$ cat config.mk
export PLATFORM = sky130hd
export DESIGN_NAME = operand_loader
export DESIGN_NICKNAME = d
export VERILOG_FILES = /design/src/rtl/operand_loader.sv
export SDC_FILE = /design/constraint.sdc
export NUM_CORES = 1
export LEC_CHECK = 0
export ABC_AREA = 1
export CORE_ASPECT_RATIO = 0.75
export CORE_UTILIZATION = 50
export DETAILED_ROUTE_END_ITERATION = 8
export GPL_TIMING_DRIVEN = 0
export PLACE_DENSITY = 0.85
export SLEW_MARGIN = 20
export SYNTH_ARGS = -nofsm -noshare
export SYNTH_HDL_FRONTEND = slang
export SYNTH_SLANG_ARGS = --single-unit
$ cat constraint.sdc
create_clock -name i_clk -period 2.5 [get_ports i_clk]
set_input_delay 0.375 -clock i_clk [delete_from_list [all_inputs] [get_ports i_clk]]
set_output_delay 0.375 -clock i_clk [all_outputs]
set_load 0.01 [all_outputs]
$ cat src/rtl/operand_loader.sv
// ---------------------------------------------------------------------------
// operand_loader
//
// Purpose:
//   Upstream stage of the datapath. Collects NUM_OPS words from a valid/ready
//   stream into a parallel operand bus, pulses o_start for one cycle to launch
//   the datapath, then holds the operands (and stalls the stream) until the
//   datapath reports i_done. Framing violations set a sticky error flag, and
//   every issued frame is counted.
//
// Ports:
//   i_clk       clock, all logic on the rising edge
//   i_rst_n     asynchronous, active-low reset
//   i_s_data    input stream word (WIDTH)
//   i_s_valid   i_s_data is valid
//   i_s_last    marks the final word of a frame
//   o_s_ready   loader accepts a word this cycle (registered, state only)
//   o_op_bus    operand k at bits [k*WIDTH +: WIDTH]
//   o_start     one-cycle launch pulse to the datapath
//   i_done      datapath finished the current frame (level or pulse)
//   o_err       sticky framing error (short or long frame)
//   o_frames    number of frames issued, wraps at 2**CNT_W
// ---------------------------------------------------------------------------
module operand_loader #(
    parameter int WIDTH   = 32,
    parameter int NUM_OPS = 4,
    parameter int IDX_W   = 2,
    parameter int CNT_W   = 16
) (
    input  logic                     i_clk,
    input  logic                     i_rst_n,
    input  logic [WIDTH-1:0]         i_s_data,
    input  logic                     i_s_valid,
    input  logic                     i_s_last,
    output logic                     o_s_ready,
    output logic [WIDTH*NUM_OPS-1:0] o_op_bus,
    output logic                     o_start,
    input  logic                     i_done,
    output logic                     o_err,
    output logic [CNT_W-1:0]         o_frames
);

    localparam logic [IDX_W-1:0] LP_LAST_IDX = IDX_W'(NUM_OPS - 1);

    typedef enum logic [1:0] {
        ST_LOAD  = 2'd0,
        ST_ISSUE = 2'd1,
        ST_WAIT  = 2'd2
    } state_t;

    state_t             r_state;
    logic [IDX_W-1:0]   r_idx;
    logic               r_s_ready;
    logic               r_start;
    logic               r_err;
    logic [CNT_W-1:0]   r_frames;
    logic [WIDTH-1:0]   r_slot [NUM_OPS];

    // r_s_ready is only ever set while in LOAD, so it alone qualifies a beat.
    logic w_accept;
    assign w_accept = i_s_valid && r_s_ready;

    // -----------------------------------------------------------------------
    // Control FSM with registered outputs
    // -----------------------------------------------------------------------
    always_ff @(posedge i_clk or negedge i_rst_n) begin
        if (!i_rst_n) begin
            r_state   <= ST_LOAD;
            r_idx     <= '0;
            r_s_ready <= 1'b0;
            r_start   <= 1'b0;
            r_err     <= 1'b0;
            r_frames  <= '0;
        end else begin
            r_start <= 1'b0;
            case (r_state)
                ST_LOAD: begin
                    // Ready rises on the first clock after reset release.
                    r_s_ready <= 1'b1;
                    if (w_accept) begin
                        if (r_idx == LP_LAST_IDX) begin
                            // Frame complete; a missing s_last marks a long
                            // frame, extra beats become the next frame.
                            r_idx     <= '0;
                            r_state   <= ST_ISSUE;
                            r_start   <= 1'b1;
                            r_s_ready <= 1'b0;
                            if (!i_s_last) begin
                                r_err <= 1'b1;
                            end
                        end else if (i_s_last) begin
                            // Short frame: drop it without launching.
                            r_err <= 1'b1;
                            r_idx <= '0;
                        end else begin
                            r_idx <= r_idx + IDX_W'(1);
                        end
                    end
                end
                ST_ISSUE: begin
                    // i_done is deliberately ignored here.
                    r_frames  <= r_frames + CNT_W'(1);
                    r_state   <= ST_WAIT;
                    r_s_ready <= 1'b0;
                end
                ST_WAIT: begin
                    if (i_done) begin
                        r_state   <= ST_LOAD;
                        r_s_ready <= 1'b1;
                    end else begin
                        r_s_ready <= 1'b0;
                    end
                end
                default: begin
                    r_state   <= ST_LOAD;
                    r_idx     <= '0;
                    r_s_ready <= 1'b0;
                end
            endcase
        end
    end

    // -----------------------------------------------------------------------
    // Operand slots: each slot captures only the beat addressed to it, so the
    // bus is stable outside LOAD without any extra hold logic.
    // -----------------------------------------------------------------------
    generate
        for (genvar gi = 0; gi < NUM_OPS; gi++) begin : g_slot
            logic w_slot_we;
            assign w_slot_we = w_accept && (r_idx == IDX_W'(gi));

            always_ff @(posedge i_clk or negedge i_rst_n) begin
                if (!i_rst_n) begin
                    r_slot[gi] <= '0;
                end else if (w_slot_we) begin
                    r_slot[gi] <= i_s_data;
                end
            end

            assign o_op_bus[gi*WIDTH +: WIDTH] = r_slot[gi];
        end
    endgenerate

    assign o_s_ready = r_s_ready;
    assign o_start   = r_start;
    assign o_err     = r_err;
    assign o_frames  = r_frames;

endmodule

# --- Word level (Yosys, flattened, before mapping) ---
# Index checks and enable logic that the tools add are counted.
totals:
  reg_bits: 151
  inputBits: 37
  output_inout_bits: 147
  word_cells: 52
op_classes:
  addsub: 2
  eq_ne: 9
  mux: 18
  bitwise_logic: 1
  reduce_logical: 12
op_table:
  columns: ["cell", "n"]
  rows:
  - ["$add A16 B1 Y16 const B", 1]
  - ["$mux W2", 6]
  - ["$mux W1", 9]
  - ["$ne A2 B2 Y1 const B", 4]
  - ["$eq A2 B2 Y1 const B", 3]
  - ["$pmux W2 S3", 1]
  - ["$logic_and A1 B1 Y1", 5]
  - ["$eq A2 B1 Y1 const B", 2]
  - ["$logic_not A2 Y1", 2]
  - ["$pmux W2 S2", 1]
  - ["$reduce_and A4 Y1", 1]
  - ["$reduce_and A3 Y1", 1]
  - ["$add A2 B1 Y2 const B", 1]
  - ["$pmux W1 S2", 1]
  - ["$reduce_and A2 Y1", 1]
  - ["$reduce_bool A2 Y1", 1]
  - ["$reduce_or A2 Y1", 1]
  - ["$not A1 Y1", 1]

# --- Longest topological paths before layout ---
# Gate-level depths: netlist (run 1).
logic_depth:
  ltp_word: 5
  mapped_depth: 9
  mapped_depth_nobuf: 8

# --- Least setup slack after synthesis (run 1) ---
# OpenSTA, ideal clock, no wires.
synth_timing:
  kind: "register to register"
  startpoint: "register r_state[1]"
  endpoint: "register r_frames[8] (netlist: o_frames[8])"
  setup_ns: 0.126
  arrival_time_ns: 1.259
  required_ns: 2.374
  setup_slack_ns: 1.115
  path_stages_with_launch: 8
  n_path_buf: 1
  period_less_slack_ns: 1.385
  cell_sequence: "dfrtp_1 inv_1 ha_1 buf_6 inv_2 nor3_4 nand2_1 xnor2_1"
synth_via:
  elab_chain_cells: 1
synth_rtl:
  columns: ["element", "line", "text"]
  rows:
  - ["from (decl)", "51", "state_t r_state;"]
  - ["from (signal assigned)", "68", "r_state <= ST_LOAD;"]
  - ["from (signal assigned)", "85", "r_state <= ST_ISSUE;"]
  - ["from (signal assigned)", "103", "r_state <= ST_WAIT;"]
  - ["$eq A2 B1 Y1", "76", "case (r_state)"]
  - ["to (signal assigned)", "102", "r_frames <= r_frames + CNT_W'(1);"]
  - ["to (decl)", "56", "logic [CNT_W-1:0] r_frames;"]
# No other way between the ends.
# A chain may end at the register's enable or synchronous reset.

# --- Worst setup path after layout (run 1) ---
layout_timing:
  startpoint: "register r_frames[2] (netlist: o_frames[2])"
  endpoint: "output o_frames[2]"
layout_lines:
  columns: ["element", "line", "text"]
  rows:
  - ["to (decl)", "40", "output logic [CNT_W-1:0] o_frames"]
# No word-level cell between the ends.

==> qor.csv, run 1 <==
stage,metric,value,unit
status,run_status,"complete, no violations",
drt,post-route-drc-count,0,
place,dp_hpwl,11700,um
grt,track_usage,29.5,%
power_and_ir_drop,vdd_ir_drop_max,0.852,mV
grt,grt_overflow,0,
setup_path,startpoint,o_frames[2],
sta,fin_crit_sh,73.4,%
drt,finalWirelength,16900,um
drt,viasPerCell,5.29,
synth,ys_warn_count,0,
sta,finClkSkew,0.0120,ns
sta,rsz0062_at_grt,false,
power_and_ir_drop,switching_share,32.2,%
sta,hold_viol_final,0,
power_and_ir_drop,seqPwrFrac,37.4,%
clocking,cts_tree,built,
drt,dr.pass1.iters,5,
floorplanning,rows,33,
setup_path,timing_worst_setup_path_type,flip-flop to output port,
synth,yosysUniqueCellTypes,26,
setup_path,worstSetupStartpointType,flip-flop,
sta,fin_crit,1.83,ns
synth,synth_fp_nets,645,
setup_path,crit_chain,clkdlybuf4s50_1,
finish,finalCoreUtilization,76.9,%
drt,drtIter0Drc,339,
finish,area_growth_syn_to_layout,46.3,%
setup_path,cp_max_fo,6,
place,dp_cells,938,
grt,grt_pass1_vias,5157,
drt,avgRoutedWirePerCell,17.5,um
place,gp_congestion,0.906,
floorplanning,io_pins,184,
synth,syn_inst,597,
worst_hold_path,hold_class,flip-flop to flip-flop,
sta,finalHoldWorstSlack,0.483,ns
synth,seq_area_frac_synth,64.3,%
grt,grt_max_degree,88,
floorplanning,dieArea,0.0122,mm^2
synth,avgSynthCellArea,9.85,um^2
setup_path,reg2reg_from,r_idx[0],
floorplanning,start_util,52.5,%
grt,antenna_found_initial,0,
power_and_ir_drop,p_leak,4.00,nW
clocking,htree_levels,4,
sta,relSlewSlack,62.1,%
setup_path,cp_slowest_cell,clkdlybuf4s50_1,
grt,grt_pass1_wl,27000,um
clocking,cts_buffer_depth,2,
floorplanning,die_x,127,um
drt,ant_nets,0,
finish,insertedDiodeCount,0,
synth,synth_seq_cells,151,
clocking,worst_skew_pair.late_latency,0.42,ns
sta,setup_viol,0,
sta,tightest_slew,0.568,ns
finish,fin_nets,849,
power_and_ir_drop,pwr-share-clk,26.7,%
finish,fillers,763,
power_and_ir_drop,p_int,0.00720,W
drt,vias,5132,
finish,stdcell_count,970,
finish,drive_gt1_share,7.38,%
sta,clock.fmax,545,MHz
setup_path,arrival,1.46,ns
floorplanning,coreArea,0.0112,mm^2
worst_hold_path,hold_start,o_op_bus[68],
power_and_ir_drop,pwr-share-comb,36.0,%
synth,netlist_area,0.00588,mm^2
clocking,numClockSinks,151,
clocking,cts_buffers,17,
setup_path,crit_path_end_kind,output port,
setup_path,path_delay_family,buffers and inverters,
power_and_ir_drop,switching_power,0.00341,W
setup_path,critPathMaxStageDelay,0.59,ns
setup_path,required,2.12,ns
clocking,cts_setup_buffers,0,
place,port-buffer-count,183,
clocking,clkTransAtPathRegs,0.06,ns
clocking,root_buffer,clkbuf_16,
job,max_cap_violations,0,
sta,slew_violations,0,
power_and_ir_drop,power.density,1230,mW/mm^2
setup_path,path_buf_inv,1,
floorplanning,die_h,95.9,um
## repair_timing
item / 4_1_cts / 5_1_grt
endpoints found under the hold margin: 64 / 0
gates resized for setup: 0 / 0
hold buffers: 1 / 0
## stage by stage
stage	setup slack, ns	setup TNS (ns)	area, um^2	total power [W]
floorplan	1.12	0	5880	0.00536
detailed placement	0.509	0	7940	0.00776
global placement	-4.51	-678.55	7910	0.00758
finish	0.665	0	8600	0.0106
CTS	0.674	0	8600	0.0106
global route	0.649	0	8600	0.0111
## cell families after synthesis
logic type      count (synthesis)  synth area share (%)
xor+xnor                        8                  1.19
buf+inv                        85                  6.11
fa+ha+maj                      11                  2.34
compound gates                139                  12.0
simple gates                  203                  14.1
flops                         151                  64.3
## power by group through the flow
stage                     sequential (W)  clock (W)  combinational [W]
final                            0.00397    0.00283            0.00382
after global routing             0.00406    0.00295            0.00414
after CTS                        0.00395    0.00286            0.00384
after detailed placement         0.00396          0            0.00380
after global placement           0.00393          0            0.00364
after floorplan                  0.00430          0            0.00106
## sequential cells by signal (all words and copies together), names as in the netlist
| signal | cells |
|---|---|
| o_frames | 16 |
| o_err | 1 |
| r_idx | 2 |
| o_op_bus | 128 |
| r_state | 2 |
| o_s_ready | 1 |
| o_start | 1 |
## per-layer routing
layer / share of wire [%] / global-route usage [%] / up-vias
met1: 41 / 37.2 / 2544
met5: 0 / 0 / -
li1: - / - / 2317
met2: 47 / 48.4 / 243
met4: 1.8 / 11.3 / 0
met3: 9.8 / 9.12 / 28
## cell usage in the layout, fill, tap and decap left out, drive strengths merged
cell type / n
clkbuf: 30
a31o: 1
clkdlybuf4s50: 182
o211ai: 1
a22o: 1
xnor2: 6
dlygate4sd3: 1
bufinv: 5
dfrtp: 151
clkinvlp: 2
xor2: 2
clkinv: 3
nor2: 17
nand4: 7
nand2: 170
inv: 61
nor3: 3
nand3: 6
buf: 17
ha: 11
a21oi: 4
o21ai: 132
## area by class of cell
class	count	area, um^2	share of cell area, %
Tap cell	157	196	2.28
Multi-Input combinational cell	361	1740	20.2
Inverter	59	221	2.58
Clock buffer	19	453	5.27
Buffer	26	138	1.60
Sequential cell	151	3780	43.9
Timing Repair Buffer	185	1870	21.8
Clock inverter	12	198	2.30
## worst paths after layout
check                               endpoint  slack [ns]  depth (start not counted)
worst max-delay path             o_frames[2]        0.67                          1
worst min-delay path            o_op_bus[68]        0.48                          2
worst max register to register  o_op_bus[94]        0.79                          5
worst min register to register  o_op_bus[68]        0.48                          2
max in group asynchronous       o_op_bus[21]        1.22                          3
min in group asynchronous       o_op_bus[74]        0.49                          2
## cell usage after synthesis
cell type    n  share of area [%]
o21ai_0    124                 11
xnor2_1      6               0.89
buf_2       11               0.94
o21ai_1      8               0.68
nor2_2       2               0.21
nand2_2      4               0.43
inv_2        2               0.13
a31o_2       1               0.15
nor3_2       1               0.17
nor3_1       1              0.085
xor2_1       2               0.30
nand3_1      5               0.43
dfrtp_1    151                 64
a21oi_1      4               0.34
nor2_1      15               0.96
inv_1       57                3.6
nand3_2      1               0.17
buf_6        3               0.57
o211ai_1     1               0.13
a22o_1       1               0.15
buf_4        1               0.13
clkbuf_1    11               0.70
nand2_1    166                 11
nand4_1      7               0.74
ha_1        11                2.3
nor3_4       1               0.28
## tightest hold or removal path, stage by stage, from the launching register on
cell     delay [ns]
dfrtp_1        0.34
nand2_1        0.05
o21ai_0        0.06
(Power assumes the default switching activity.)
==> run 2: changes to the inputs <==
--- a/config.mk
+++ b/config.mk
@@ -7,10 +7,10 @@
 export LEC_CHECK = 0
 export ABC_AREA = 1
 export CORE_ASPECT_RATIO = 0.75
-export CORE_UTILIZATION = 50
+export CORE_UTILIZATION = 42
 export DETAILED_ROUTE_END_ITERATION = 8
 export GPL_TIMING_DRIVEN = 0
-export PLACE_DENSITY = 0.85
+export PLACE_DENSITY = 0.76
 export SLEW_MARGIN = 20
 export SYNTH_ARGS = -nofsm -noshare
 export SYNTH_HDL_FRONTEND = slang
==> constraint.sdc (replaced) <==
create_clock -name i_clk -period 1.5 [get_ports i_clk]
set_input_delay 0.225 -clock i_clk [delete_from_list [all_inputs] [get_ports i_clk]]
set_output_delay 0.225 -clock i_clk [all_outputs]
set_load 0.01 [all_outputs]
==> run 2 against run 1 <==
  * The flow now finishes with violations (design-rule violations)
  * Sequential power rose by 64%
  * Critical path depth rose by 8
  * Die area rose by 19%
  * First-iteration DRC count fell by 7.7%
  * Register-to-register slack got worse by 0.75 ns
  * Power rose by 51%
  * Design area fell by 0.52%
  * Clock power rose by 41%
  * Routed wire length rose by 1.5%
  * Count of clock-buffer cells in the layout rose by 1
  * Highest routed layer unchanged
  * Sequential share of layout area rose by 0.23 points
  * Global-route usage fell by 4.6 points
==> qor.csv, run 2 (synthesized netlist as in run 1, its figures left out) <==
stage,metric,value,unit,change
status,run_status,finished with violations,,
sta,finalHoldWorstSlack,0.398,ns,-0.0857 ns
floorplanning,dieArea,0.0145,mm^2,+19%
sta,setup_viol,0,,unchanged
drt,drtIter0Drc,313,,-7.7%
finish,finalCoreUtilization,62.4,%,-14 points
drt,vias,5136,,+0.078%
clocking,htree_levels,4,,unchanged
floorplanning,start_util,42.9,%,-9.6 points
power_and_ir_drop,power.density,1880,mW/mm^2,+52%
clocking,cts_buffers,17,,unchanged
status,failed_checks,design-rule violations,,
sta,rsz0062_at_grt,true,,
power_and_ir_drop,vdd_ir_drop_max,1.10,mV,+30%
power_and_ir_drop,power,0.0161,W,+51%
sta,tightest_slew,0.665,ns,+0.0970 ns
setup_path,worstSetupStartpointType,flip-flop,,
drt,dr.pass1.iters,9,,+4
place,dp_hpwl,11700,um,+0.60%
setup_path,required,1.80,ns,-0.32 ns
grt,grt_max_degree,89,,+1.1%
grt,grt_pass1_wl,27700,um,+2.7%
setup_path,arrival,1.76,ns,+0.30 ns
drt,avgRoutedWirePerCell,17.1,um,-1.8%
sta,clock.fmax,685,MHz,
finish,largest_reg_flops,128,,unchanged
clocking,clkTransAtPathRegs,0.06,ns,about the same
job,max_cap_violations,0,,unchanged
finish,layout_common_cells,"165 x nand2_1, 151 x dfrtp_1, 147 x dlygate4sd2_1",,
grt,grt_pass1_vias,5373,,+4.2%
place,gp_congestion,0.871,,-3.9%
finish,area_growth_syn_to_layout,45.5,%,
clocking,numClockSinks,151,,unchanged
drt,finalWirelength,17200,um,+1.5%
finish,fin_nets,864,,+1.8%
power_and_ir_drop,p_leak,4.62,nW,+15%
floorplanning,io_pins,184,,unchanged
grt,track_usage,24.9,%,-4.6 points
sta,relSlewSlack,55.6,%,-6.5 points
sta,setup_tns,0,ns,unchanged
grt,grt_overflow,0,,unchanged
finish,stdcell_count,1003,,+3.4%
place,port-buffer-count,183,,unchanged
clocking,cts_buffer_depth,2,,unchanged
sta,fin_crit,1.46,ns,
floorplanning,die_h,104,um,+8.9%
clocking,root_buffer,clkbuf_16,,
sta,slew_violations,0,,unchanged
grt,antenna_found_initial,0,,unchanged
floorplanning,rows,37,,+12%
finish,drive_gt1_share,10.6,%,+3.2 points
sta,fin_crit_sh,97.4,%,
finish,final_common_cell,nand2_1,,
setup_path,timing_worst_setup_path_type,flip-flop to flip-flop,,
setup_path,crit_path_end_kind,flip-flop,,
place,dp_cells,956,,+1.9%
finish,insertedDiodeCount,0,,unchanged
floorplanning,coreArea,0.0137,mm^2,+22%
drt,ant_nets,0,,unchanged
floorplanning,die_x,139,um,+9.0%
drt,viasPerCell,5.12,,-3.2%
setup_path,cp_max_fo,5,,-1
drt,post-route-drc-count,11,,+11
sta,finClkSkew,0.00672,ns,-0.00527 ns
clocking,worst_skew_pair.late_latency,0.42,ns,about the same
sta,hold_viol_final,0,,unchanged
clocking,cts_tree,built,,
worst_hold_path,hold_class,input pin to async pin,,
-- run 2: cell count changes in the layout (fill, tap and decap cells not counted), sizes merged --
cell,delta
inv,-1
clkbuf,-1
clkinv,+3
buf,+17
dlygate4sd2,+147
clkdlybuf4s50,-147
clkinvlp,+1
bufinv,-4
-- run 2: worst paths after layout --
path,start,end,slack [ns],cells past startpoint
hold reg to reg,o_err,o_err,0.48,1
setup / recovery,r_state[1],o_frames[15],0.04,9
hold / removal,i_rst_n,o_frames[3],0.40,2
max in group asynchronous,i_rst_n,o_op_bus[90],0.36,3
min in group i_clk,i_s_data[19],o_op_bus[115],0.43,3
setup reg to reg,r_state[1],o_frames[15],0.04,9
-- run 2: per-layer routing --
| metal | vias up | GRT usage, % | part of all wire (%) |
|---|---|---|---|
| li1 | 2358 | - | - |
| met1 | 2542 | 31.3 | 43 |
| met2 | 214 | 39.6 | 47 |
| met3 | 22 | 9.02 | 8.9 |
| met4 | 0 | 8.67 | 1.2 |
| met5 | - | 0 | 0 |
-- run 2: power breakdown --
group / internal (W) / switching, W / total (W)
Clock: 0.00232 / 0.00167 / 0.00399
Combinational: 0.00249 / 0.00306 / 0.00554
Sequential: 0.00560 / 0.000928 / 0.00653
-- run 2: per-stage QoR --
stage / worst slack (ns) / area [um^2]
finish: 0.0392 / 8550
global route: -0.0478 / 8550
CTS: 0.00397 / 8450
detailed placement: -0.342 / 7960
global placement: -5.57 / 7930
floorplan: 0.115 / 5880
-- run 2: cell type report --
type / instances / area (um^2)
multi-input cells: 361 / 1790
clock inverters: 11 / 103
repair buffers: 200 / 1800
well taps: 175 / 219
plain buffers: 26 / 193
flip-flops and latches: 151 / 3780
fillers: 1140 / 5150
inverters: 59 / 221
clock buffers: 20 / 447
-- run 2: worst max-delay path, stage by stage (launching register included) --
cell and delay, ns:
dfrtp_1 0.39, inv_2 0.10, ha_1 0.16, buf_6 0.11, buf_4 0.12, nand2_1 0.05
nor2_1 0.08, nand2_1 0.10, nor3_2 0.17, nor2_1 0.07
-- run 2: timing repair --
action / CTS / global route
endpoints found under the setup margin: 245 / 95
hold endpoints to repair: 87 / 0
hold buffers: 1 / 0
buffers inserted: 10 / 5
pin swaps: 0 / 5
gates resized for setup: 167 / 30
